$ cat src/rtl/fixed_point_pkg.sv
// Shared definitions for the fixed-point arithmetic blocks (multiplier and divider).
// Holds the controller state encoding and the default Q-format constants.
package fixed_point_pkg;

    typedef enum logic [1:0] {
        IDLE = 2'd0,
        LOAD = 2'd1,
        CALC = 2'd2,
        DONE = 2'd3
    } state_t;

    localparam int DEFAULT_WIDTH = 10;
    localparam int DEFAULT_FRAC  = 5;

endpackage

$ cat src/rtl/shift_registerPQ.sv
// Combined {P,Q} register of the shift-add multiplier: parallel load, clear, and a
// right shift that takes the adder sum into P with the adder carry as serial input.
module shift_registerPQ
    import fixed_point_pkg::*;
#(
    parameter int WIDTH = DEFAULT_WIDTH
)
(
    input  logic               clk,
    input  logic               rst,
    input  logic               clear,
    input  logic               load,
    input  logic               shift,
    input  logic [2*WIDTH:0]   load_value,
    input  logic               serial_in,
    input  logic [WIDTH-1:0]   sum_in,
    output logic [2*WIDTH:0]   data
);

    // A shift replaces P with (carry,sum) and moves the whole pair right by one,
    // so the sum LSB drops into the top of Q and Q's LSB falls out.
    always_ff @(posedge clk or negedge rst) begin
        if (!rst) begin
            data <= '0;
        end else if (clear) begin
            data <= '0;
        end else if (load) begin
            data <= load_value;
        end else if (shift) begin
            data <= {1'b0, serial_in, sum_in, data[WIDTH-1:1]};
        end
    end

endmodule

$ cat src/rtl/unsigned_fixed_point_multiplier.sv
// Sequential shift-add multiplier for unsigned Q(WIDTH-FRAC).FRAC operands.
// Define MULT_ROUND_EN to round half-up instead of truncating the product.
module unsigned_fixed_point_multiplier
    import fixed_point_pkg::*;
#(
    parameter int WIDTH = DEFAULT_WIDTH,
    parameter int FRAC  = DEFAULT_FRAC
)
(
    input  logic             clk,
    input  logic             rst,
    input  logic             start,
    input  logic [WIDTH-1:0] a,
    input  logic [WIDTH-1:0] b,
    output logic             busy,
    output logic             done,
    output logic [WIDTH-1:0] result,
    output logic             overflow
);

    localparam int CW = $clog2(WIDTH + 1);
    localparam logic [CW-1:0] LAST = CW'(WIDTH);

    state_t           state;
    logic [CW-1:0]    count;
    logic [WIDTH-1:0] m;
    logic [2*WIDTH:0] pq;
    logic [WIDTH:0]   addsum;
    logic [WIDTH:0]   field;
    logic             ovf_next;
    logic [WIDTH-1:0] res_next;
    logic             load_pq;
    logic             shift_pq;
    logic             clear_pq;
    logic             unused_low_bits;

    assign addsum   = {1'b0, pq[2*WIDTH-1:WIDTH]} + {1'b0, (pq[0] ? m : '0)};
    assign load_pq  = (state == IDLE) && start;
    assign shift_pq = (state == CALC) && (count != LAST);
    assign clear_pq = (state == DONE);
    assign unused_low_bits = ^pq[FRAC-1:0];

    shift_registerPQ #(
        .WIDTH(WIDTH)
    ) u_pq (
        .clk       (clk),
        .rst       (rst),
        .clear     (clear_pq),
        .load      (load_pq),
        .shift     (shift_pq),
        .load_value({{(WIDTH+1){1'b0}}, b}),
        .serial_in (addsum[WIDTH]),
        .sum_in    (addsum[WIDTH-1:0]),
        .data      (pq)
    );

    // Result extraction from the finished product held in {P[WIDTH-1:0],Q}
    always_comb begin
        field = {1'b0, pq[FRAC+WIDTH-1:FRAC]};
`ifdef MULT_ROUND_EN
        field = field + {{WIDTH{1'b0}}, pq[FRAC-1]};
`endif
        ovf_next = (|pq[2*WIDTH:FRAC+WIDTH]) | field[WIDTH];
        res_next = ovf_next ? '1 : field[WIDTH-1:0];
    end

    // CALC spends WIDTH cycles shifting plus one cycle with the product settled
    always_ff @(posedge clk or negedge rst) begin
        if (!rst) begin
            state    <= IDLE;
            count    <= '0;
            m        <= '0;
            busy     <= 1'b0;
            done     <= 1'b0;
            result   <= '0;
            overflow <= 1'b0;
        end else begin
            done <= 1'b0;
            case (state)
                IDLE: begin
                    if (start) begin
                        state <= LOAD;
                        m     <= a;
                        busy  <= 1'b1;
                    end
                end
                LOAD: begin
                    state <= CALC;
                    count <= '0;
                end
                CALC: begin
                    if (count == LAST) begin
                        state    <= DONE;
                        result   <= res_next;
                        overflow <= ovf_next;
                        done     <= 1'b1;
                    end else begin
                        count <= count + CW'(1);
                    end
                end
                DONE: begin
                    state <= IDLE;
                    busy  <= 1'b0;
                end
                default: state <= IDLE;
            endcase
        end
    end

endmodule

$ cat config.mk
export PLATFORM = sky130hd
export DESIGN_NAME = unsigned_fixed_point_multiplier
export DESIGN_NICKNAME = d
export VERILOG_FILES = /design/src/rtl/fixed_point_pkg.sv /design/src/rtl/shift_registerPQ.sv /design/src/rtl/unsigned_fixed_point_multiplier.sv
export SDC_FILE = /design/constraint.sdc
export NUM_CORES = 1
export LEC_CHECK = 0
export ABC_AREA = 1
export CAP_MARGIN = 20
export CORE_AREA = 2 2 95 97
export DETAILED_ROUTE_END_ITERATION = 6
export DIE_AREA = 0 0 97 99
export GPL_TIMING_DRIVEN = 0
export HOLD_SLACK_MARGIN = 0.1
export SLEW_MARGIN = 20
export SYNTH_ARGS = -nofsm -noshare
export SYNTH_HDL_FRONTEND = slang
export SYNTH_HIERARCHICAL = 1
export SYNTH_SLANG_ARGS = --single-unit
$ cat constraint.sdc
create_clock -name clk -period 2.07 [get_ports clk]
set_input_delay 0.5175 -clock clk [delete_from_list [all_inputs] [get_ports clk]]
set_output_delay 0.5175 -clock clk [all_outputs]
set_load 0.03 [all_outputs]
Word-level counts from Yosys, hierarchy flattened --
Cells that the tools add are included.
Cells by class: reduce and logical (&&, ||, !) cells 12, order comparisons 0, bitwise gates (word level) 0, equality and inequality tests 8, $add $sub $neg 2, div/mod/pow operators 0, multiplexer cells 14, multipliers 0, shift operators 0
Operators by type and width (number):
- $mux W21 | 3
- $mux W10 | 2
- $add A10 B10 Y11 | 1
- $reduce_and A2 Y1 | 5
- $pmux W2 S4 | 1
- $pmux W4 S2 | 1
- $reduce_or A6 Y1 | 1
- $add A4 B1 Y4 const B | 1
- $eq A2 B2 Y1 const B | 2
- $eq A4 B4 Y1 const B | 1
- $mux W2 | 2
- $mux W4 | 1
- $ne A2 B2 Y1 const B | 2
- $ne A4 B4 Y1 const B | 1
- $reduce_bool A2 Y1 | 2
- $mux W1 | 3
- $reduce_bool A3 Y1 | 1
- $eq A2 B1 Y1 const B | 1
- $logic_and A1 B1 Y1 | 2
- $logic_not A2 Y1 | 1
- $ne A2 B1 Y1 const B | 1
- $pmux W1 S2 | 1
Word-level totals: latch bits 0, output and inout bits 13, ROM bits 0, flip-flop bits (word level) 50, input port bits 23, RAM bits 0, memories kept 0

Depth between registers and ports, before layout --
Gate-level depths: netlist (run 1).
word-level depth 5, gate-level depth with buffers 16, depth with buffers taken out 15

Cells and area by module --
Netlist (run 1), hierarchy kept.
By module, submodules not included:
- unsigned_fixed_point_multiplier | times used 1, sequential area each 725.7 um^2, cells an instance 248, area an instance 1839.3 um^2
- shift_registerPQ | times used 1, sequential area each 525.5 um^2, cells an instance 158, area an instance 1071.0 um^2

Worst setup path before layout (run 1) --
No wires, ideal clock.
kind register -> register, start point register u_pq.data[0], end point register u_pq.data[17], path slack 53 ps, stages on the path, launching flop included 15, buffers on the path 1, arrival 1900 ps, setup time 117 ps, path through dfrtp_1 -> clkbuf_1 -> nand2_1 -> inv_1 -> ha_1 -> inv_1 -> fa_1 -> o21ai_2 -> nand2_1 -> nand3_1 -> nand2_1 -> nand2_1 -> nand2_1 -> nand3_1 -> nand2_1
On the way: word-level cells in the longest chain between the ends 5
RTL lines:
- start: declaration | RTL line shift_registerPQ.sv:17 | output logic [2*WIDTH:0] data
- start signal: assignment | RTL line shift_registerPQ.sv:28 | data <= load_value;
- start signal: assignment | RTL line shift_registerPQ.sv:30 | data <= {1'b0, serial_in, sum_in, data[WIDTH-1:1]};
- $mux W10 | RTL line unsigned_fixed_point_multiplier.sv:37 | assign addsum = {1'b0, pq[2*WIDTH-1:WIDTH]} + {1'b0, (pq[0] ? m : '0)};
- $add A10 B10 Y11 | RTL line unsigned_fixed_point_multiplier.sv:37
- named net addsum[8] | RTL line unsigned_fixed_point_multiplier.sv:28 | logic [WIDTH:0] addsum;
- $mux W21 | RTL line shift_registerPQ.sv:29 | end else if (shift) begin
- $mux W21 | RTL line shift_registerPQ.sv:27 | end else if (load) begin
- $mux W21 | RTL line shift_registerPQ.sv:25 | end else if (clear) begin
The timed path passes the listed nets, and every way through them passes these cells. The select of a mux whose other input is x is not followed. A chain may end at the register's enable or synchronous reset.

Final worst setup path (run 1) --
start point register u_pq.data[0], end point register u_pq.data[13]
The elaborated chain is that of the path after synthesis.

==> results of run 1 <==
-- power groups by stage --
stage / logic (W) / registers [W] / clock network, W
after floorplan: 0.00134 / 0.00169 / 0
after global placement: 0.00198 / 0.00161 / 0
after detailed placement: 0.00201 / 0.00162 / 0
after CTS: 0.00203 / 0.00160 / 0.000722
after global routing: 0.00248 / 0.00167 / 0.000762
final: 0.00218 / 0.00162 / 0.000707
-- Yosys cell counts (2+ instances only) --
library cell	n	share of area, %
a21oi_1	7	1.2
nand2_1	218	28
buf_2	7	1.2
nand4_1	2	0.43
nor2_1	14	1.8
buf_6	2	0.77
o21bai_1	3	0.77
dfrtp_1	50	43
xor2_1	3	0.90
o21ai_2	3	0.90
inv_2	4	0.52
o21ai_0	4	0.69
xnor2_1	2	0.60
clkbuf_1	2	0.26
o21ai_1	9	1.5
ha_1	16	6.9
inv_1	36	4.6
nand3_1	13	2.2
-- critical path: cells and delay by family, from the launching register on --
family	cells	cell delay, ps
flops	1	390
simple gates	5	280
buf+inv	4	370
xor+xnor	1	140
fa+ha+maj	2	530
compound gates	1	210
-- worst max-delay path by stage --
stage | endpoint | depth (start not counted) | startpoint | slack, ps
2_1_floorplan | u_pq/data[17] | 14 | u_pq/data[0] | 50
3_3_place_gp | u_pq/data[3] | 1 | rst | -990
3_5_place_dp | u_pq/data[19] | 15 | u_pq/data[0] | -280
4_1_cts | u_pq/data[19] | 15 | u_pq/data[0] | 30
5_1_grt | u_pq/data[19] | 15 | u_pq/data[0] | -80
6_report | u_pq/data[13] | 13 | u_pq/data[0] | 100
-- repair_timing --
| item | in CTS | in global routing |
|---|---|---|
| endpoints found under the setup margin | 6 | 15 |
| hold buffers | 0 | 0 |
| setup buffers | 0 | 6 |
| hold endpoints to repair | 0 | 0 |
| pin swaps | 1 | 10 |
| resized for setup | 5 | 24 |
-- layout make-up --
type / count / area share [%]
well taps: 108 / 3.63
repair buffers: 41 / 10.9
clock inverters: 2 / 1.01
clock buffers: 6 / 1.95
flip-flops and latches: 50 / 33.6
plain buffers: 12 / 2.32
inverters: 40 / 4.03
multi-input cells: 314 / 42.6
-- cells by family (layout without fill, tap and decap cells) --
family | Yosys count | after routing
buffers and inverters | 52 | 101
adders and majority gates | 17 | 17
other | 1 | 11
xor gates and xnor gates | 5 | 5
DFF | 50 | 50
AOI/OAI and AO/OA | 32 | 32
and+or+nand+nor | 249 | 249
-- per-layer routing --
layer  share of wire, %  track usage (%)  vias up
met5                  0                0        -
met4                1.7             5.31        0
met3                3.0             2.55        9
met2                 46             22.6       39
met1                 49             18.1     1134
li1                   -                -     1349
-- through the flow --
step	hold slack (ps)	power [W]	area [µm²]
6_report	218	0.00450	3730
2_1_floorplan	222	0.00303	2950
3_3_place_gp	462	0.00358	3430
4_1_cts	236	0.00435	3560
3_5_place_dp	464	0.00363	3430
5_1_grt	264	0.00491	3730
-- registers in the layout (all words and copies together), names as in the netlist --
signal     count
busy           1
count          4
done           1
m             10
overflow       1
result        10
state          2
u_pq/data     21
==> out/qor.yml, run 1 <==
outcome: "completed"
grt_pass1_wl_mm: 10.9
nFillCells: 897
path_common_cell: "nand2_1"
synth_xor_area_share_pct: 1.50
finalClockSkew_ps: 9.90
nets: 504
drtIter0Drc: 77
reg2reg_depth: 13
setup_viol: 0
wl_per_cell_um: 11.1
fmax_ghz: 0.506
drv_slew: 0
p_sw_share_pct: 42.8
post-route-util_pct: 43.6
ant_nets: 0
ys_types: 29
p_clk_share_pct: 15.7
dr.pass1.iters: 5
p_per_area_nw_per_um2: 1210
cap_violations: 0
fin_cells: 573
critical_path_class: "reg -> reg"
dpl.cell_count: 559
critPathSlowestCell: "dfrtp_1"
irDropWorstVdd_mv: 0.402
ff_latch_area_um2: 1250
start_kind: "flip-flop"
root_buffer: "clkbuf_8"
layout_common_cells: "212 x nand2_1, 50 x dfrtp_1, 34 x inv_1, 34 x clkdlybuf4s50_1, 13 x nor2_1"
portBuffers: 35
cts_sinks: 50
ios: 36
diodes: 0
dieArea_um2: 9600
coreArea_um2: 8550
fin_crit_sh_pct: 95.4
place_congestion: 0.752
synthCells: 406
synth_fa_ha_area_share_pct: 7.57
drive_gt1_share_pct: 12.3
via_per_inst: 4.42
hold_viol: 0
tightest_slew_ps: 629
htree_levels: 2
cp_cell_sequence: "buf_8, nand2_2, inv_2, ha_4, inv_2, fa_2, o21ai_4, buf_4, xor2_1, nand2_1, nand2_1, nand2_1, nand2_1"
synth_edf_count: 0
dp_hpwl_mm: 4.51
grt-ovfl-total: 0
initial_utilization_pct: 34.0
seq_power_share_pct: 35.9
cp.required_ps: 2330
insertion_delay_ps: 320
finalWirelength_mm: 6.36
yosys.area_share.simple_pct: 33.2
mostFrequentLayoutCell: "nand2_1"
synthMuxAreaShare_pct: 0
arrival_ps: 2240
place_worst_setup_slack_ps: -282
relSlewSlack_pct: 58.1
synthArstFlopShare_pct: 100
antenna_found_initial: 0
p_leak_nw: 2.10
ys_seq_area_share_pct: 43.0
worstReg2RegStart: "u_pq/data[0]"
hold_class: "in -> async"
cts_buffer_depth: 2
area_growth_pct: 28.1
end_kind: "flip-flop"
worst-path-max-fanout: 8
grt_pass1_vias: 2475
numCtsBuffers: 5
die_h_um: 99
rows: 34
cts_tree: "yes"
fin_tns_setup_ps: 0
grt_usage_pct: 13.8
multi_input_area_um2: 1590
drc: 0
r2r_end: "u_pq/data[13]"
post_synth.cell_area_avg_um2: 7.17
rrSetupSlack_ps: 100
synth_top_family_by_area: "simple AND/OR/NAND/NOR gates"
rsz0062_at_grt: "true"
critical-path-max-stage-delay_ps: 390
synthFlopType: "dfrtp_1"
synth_area_um2: 2910
num_vias: 2531
synth-compound-area-share_pct: 6.96
p_comb_share_pct: 48.4
fin_crit_ps: 1970
p_sw_w: 0.00193
clk_pin_slew_ps: 100
yosysWarnings: 6
fin_ws_ps: 95.1
ys_ff_latch: 50
die_w_um: 97
grt_start_max_net_pins: 51
internal_power_w: 0.00257
No activity file was read; power rests on OpenSTA's default activity.
==> run 2: changes to the inputs <==
--- a/config.mk
+++ b/config.mk
@@ -11,7 +11,6 @@
 export DETAILED_ROUTE_END_ITERATION = 6
 export DIE_AREA = 0 0 97 99
 export GPL_TIMING_DRIVEN = 0
-export HOLD_SLACK_MARGIN = 0.1
 export SLEW_MARGIN = 20
 export SYNTH_ARGS = -nofsm -noshare
 export SYNTH_HDL_FRONTEND = slang
==> results of run 2 <==
Final layout, timing and power as in run 1 (identical DEF).
==> run 3: changes to the inputs <==
==> constraint.sdc (replaced) <==
create_clock -name clk -period 1.8 [get_ports clk]
set_input_delay 0.45 -clock clk [delete_from_list [all_inputs] [get_ports clk]]
set_output_delay 0.45 -clock clk [all_outputs]
set_load 0.03 [all_outputs]
==> run 3 against run 2 <==
  * The flow now finishes with violations (setup timing)
  * Routed wire length is 9.1% higher
  * Fmax is 2.8% higher
  * Worst hold slack lost 62 ps
  * Via count grew 2.2%
  * Final cell count increased by 1.0%
  * Core utilization is 2.9 points higher
  * First-iteration DRC count up 31%
  * Sequential share of layout area down 2.1 points
  * Die area is the same
  * Clock skew decreased by 3.3 ps
  * Sequential cell count stayed put
  * Global-route usage up 0.85 points
==> out/qor.yml, run 3 (synthesized netlist as in run 1, its figures left out) <==
dpl.cell_count: 559  # unchanged
area_growth_pct: 36.5
rows: 34  # unchanged
p_leak_nw: 2.40  # +14%
critical_path_buf_inv_count: 4  # unchanged
rsz0062_at_grt: "true"
multi_input_area_um2: 1740  # +9.4%
reg_top3: "u_pq/data (21), m (10), result (10)"
p_per_area_nw_per_um2: 1390  # +15%
rrSetupSlack_ps: -120  # -220 ps
cts_sinks: 50  # unchanged
seq_power_share_pct: 34.0  # -1.9 points
die_h_um: 99  # unchanged
mostFrequentLayoutCell: "nand2_1"
start_kind: "flip-flop"
grt_pass1_wl_mm: 11.6  # +6.3%
grt_usage_pct: 14.6  # +0.85 points
cp.required_ps: 2040  # -290 ps
timing.hold.ws_ps: 156  # -62.0 ps
p_sw_share_pct: 43.2  # +0.43 points
cts_tree: "yes"
postCtsHoldBufs: 0  # unchanged
critical-path-max-stage-delay_ps: 390  # about the same
insertion_delay_ps: 300  # -20 ps
violations: "setup timing"
arrival_ps: 2160  # -80 ps
clk_pin_slew_ps: 90  # about the same
irDropWorstVdd_mv: 0.452  # +12%
cap_violations: 0  # unchanged
drv_slew: 0  # unchanged
nets: 510  # +1.2%
worstReg2RegStart: "u_pq/data[0]"
ff_latch_area_um2: 1250  # unchanged
reg2reg_depth: 13  # unchanged
p_clk_share_pct: 14.5  # -1.2 points
hold_viol: 0  # unchanged
post-route-util_pct: 46.4  # +2.9 points
dp_hpwl_mm: 4.57  # +1.3%
endpoint: "u_pq/data[13]"
hold_class: "in -> async"
root_buffer: "clkbuf_8"
finalClockSkew_ps: 6.58  # -3.33 ps
relSlewSlack_pct: 58.3  # +0.19 points
grt_start_max_net_pins: 51  # unchanged
drtIter0Drc: 101  # +31%
fin_cells: 579  # +1.0%
largest_register_ffs: 21  # unchanged
diodes: 0  # unchanged
critical_path_class: "reg -> reg"
dr.pass1.iters: 4  # -1
total_power_w: 0.00553  # +23%
via_per_inst: 4.47  # +1.1%
end_kind: "flip-flop"
fin_crit_ps: 1920  # -54.0 ps
wl_per_cell_um: 12.0  # +7.9%
drive_gt1_share_pct: 19.1  # +6.9 points
finalWirelength_mm: 6.93  # +9.1%
r2r_end: "u_pq/data[13]"
fmax_ghz: 0.521  # +2.8%
fin_crit_sh_pct: 107  # +11 points
cp.depth: 13  # unchanged
initial_utilization_pct: 34.0  # unchanged
internal_power_w: 0.00314  # +22%
worst-path-max-fanout: 5  # -3
place_worst_setup_slack_ps: -415  # -132 ps
largest-register: "u_pq/data"
drc: 0  # unchanged
coreArea_um2: 8550  # unchanged
place_congestion: 0.752  # about the same
p_sw_w: 0.00239  # +24%
fin_ws_ps: -121  # -216 ps
die_w_um: 97  # unchanged
tightest_slew_ps: 626  # -2.92 ps
nFillCells: 853  # -4.9%
layout_common_cells: "200 x nand2_1, 50 x dfrtp_1, 27 x inv_1"
num_vias: 2586  # +2.2%
outcome: "finished, violations left"
critPathSlowestCell: "dfrtp_1"
ios: 36  # unchanged
crit_start: "u_pq/data[0]"
antenna_found_initial: 0  # unchanged
dieArea_um2: 9600  # unchanged
cts_buffer_depth: 2  # unchanged
path_common_cell: "nand2_1"
cp_cell_sequence: "buf_8, nand2_2, inv_2, ha_4, inv_2, fa_2, o21ai_4, buf_4, xor2_2, nand2_1, nand2_1, nand2_1, nand2_1"
setup_viol: 8  # +8
grt_pass1_vias: 2606  # +5.3%
ant_nets: 0  # unchanged
numCtsBuffers: 5  # unchanged
htree_levels: 2  # unchanged
portBuffers: 35  # unchanged
p_comb_share_pct: 51.5  # +3.1 points
grt-ovfl-total: 0  # unchanged
crit_family: "adder cells"
run 3: cell type report:
class,count,share of cell area (%)
timing repair buffer,47,12.2
multi-input combinational,314,43.8
clock buffer,6,1.83
inverter,40,3.78
clock inverter,2,0.945
tap,108,3.40
buffer,12,2.58
sequential,50,31.5
run 3: what timing repair did:
| item | CTS | global route |
|---|---|---|
| resized for setup | 41 | 43 |
| setup endpoints to repair | 22 | 32 |
| setup buffers | 10 | 2 |
| pin swaps | 21 | 21 |
run 3: how the worst min path moves through the flow:
stage	startpoint	end	slack [ps]	depth (start not counted)
after floorplan	rst	busy	150	0
after CTS	rst	m[6]	180	1
final	rst	m[6]	160	1
after global routing	rst	m[6]	200	1
after detailed placement	m[1]	m[1]	470	2
after global placement	result[1]	result[1]	460	2
run 3: power groups by stage:
stage                     logic (W)  registers, W  clock network, W
after floorplan             0.00155       0.00195                 0
after global placement      0.00229       0.00185                 0
after detailed placement    0.00234       0.00186                 0
after CTS                   0.00264       0.00188          0.000824
after global routing        0.00316       0.00195          0.000871
final                       0.00285       0.00188          0.000800
run 3: metal layers:
layer / track usage [%] / wire, µm / vias up
li1: - / - / 1359
met1: 18.5 / 3240 / 1170
met2: 25.9 / 3400 / 53
met3: 2.41 / 232 / 4
met4: 3.90 / 65 / 0
met5: 0 / 0 / -
run 3: metrics by stage:
| step | cell area [µm²] | TNS (ps) |
|---|---|---|
| final | 3970 | -536 |
| after global placement | 3450 | -66800 |
| after detailed placement | 3440 | -7360 |
| after floorplan | 2960 | 0 |
| after CTS | 3830 | -626 |
| after global routing | 3970 | -1620 |
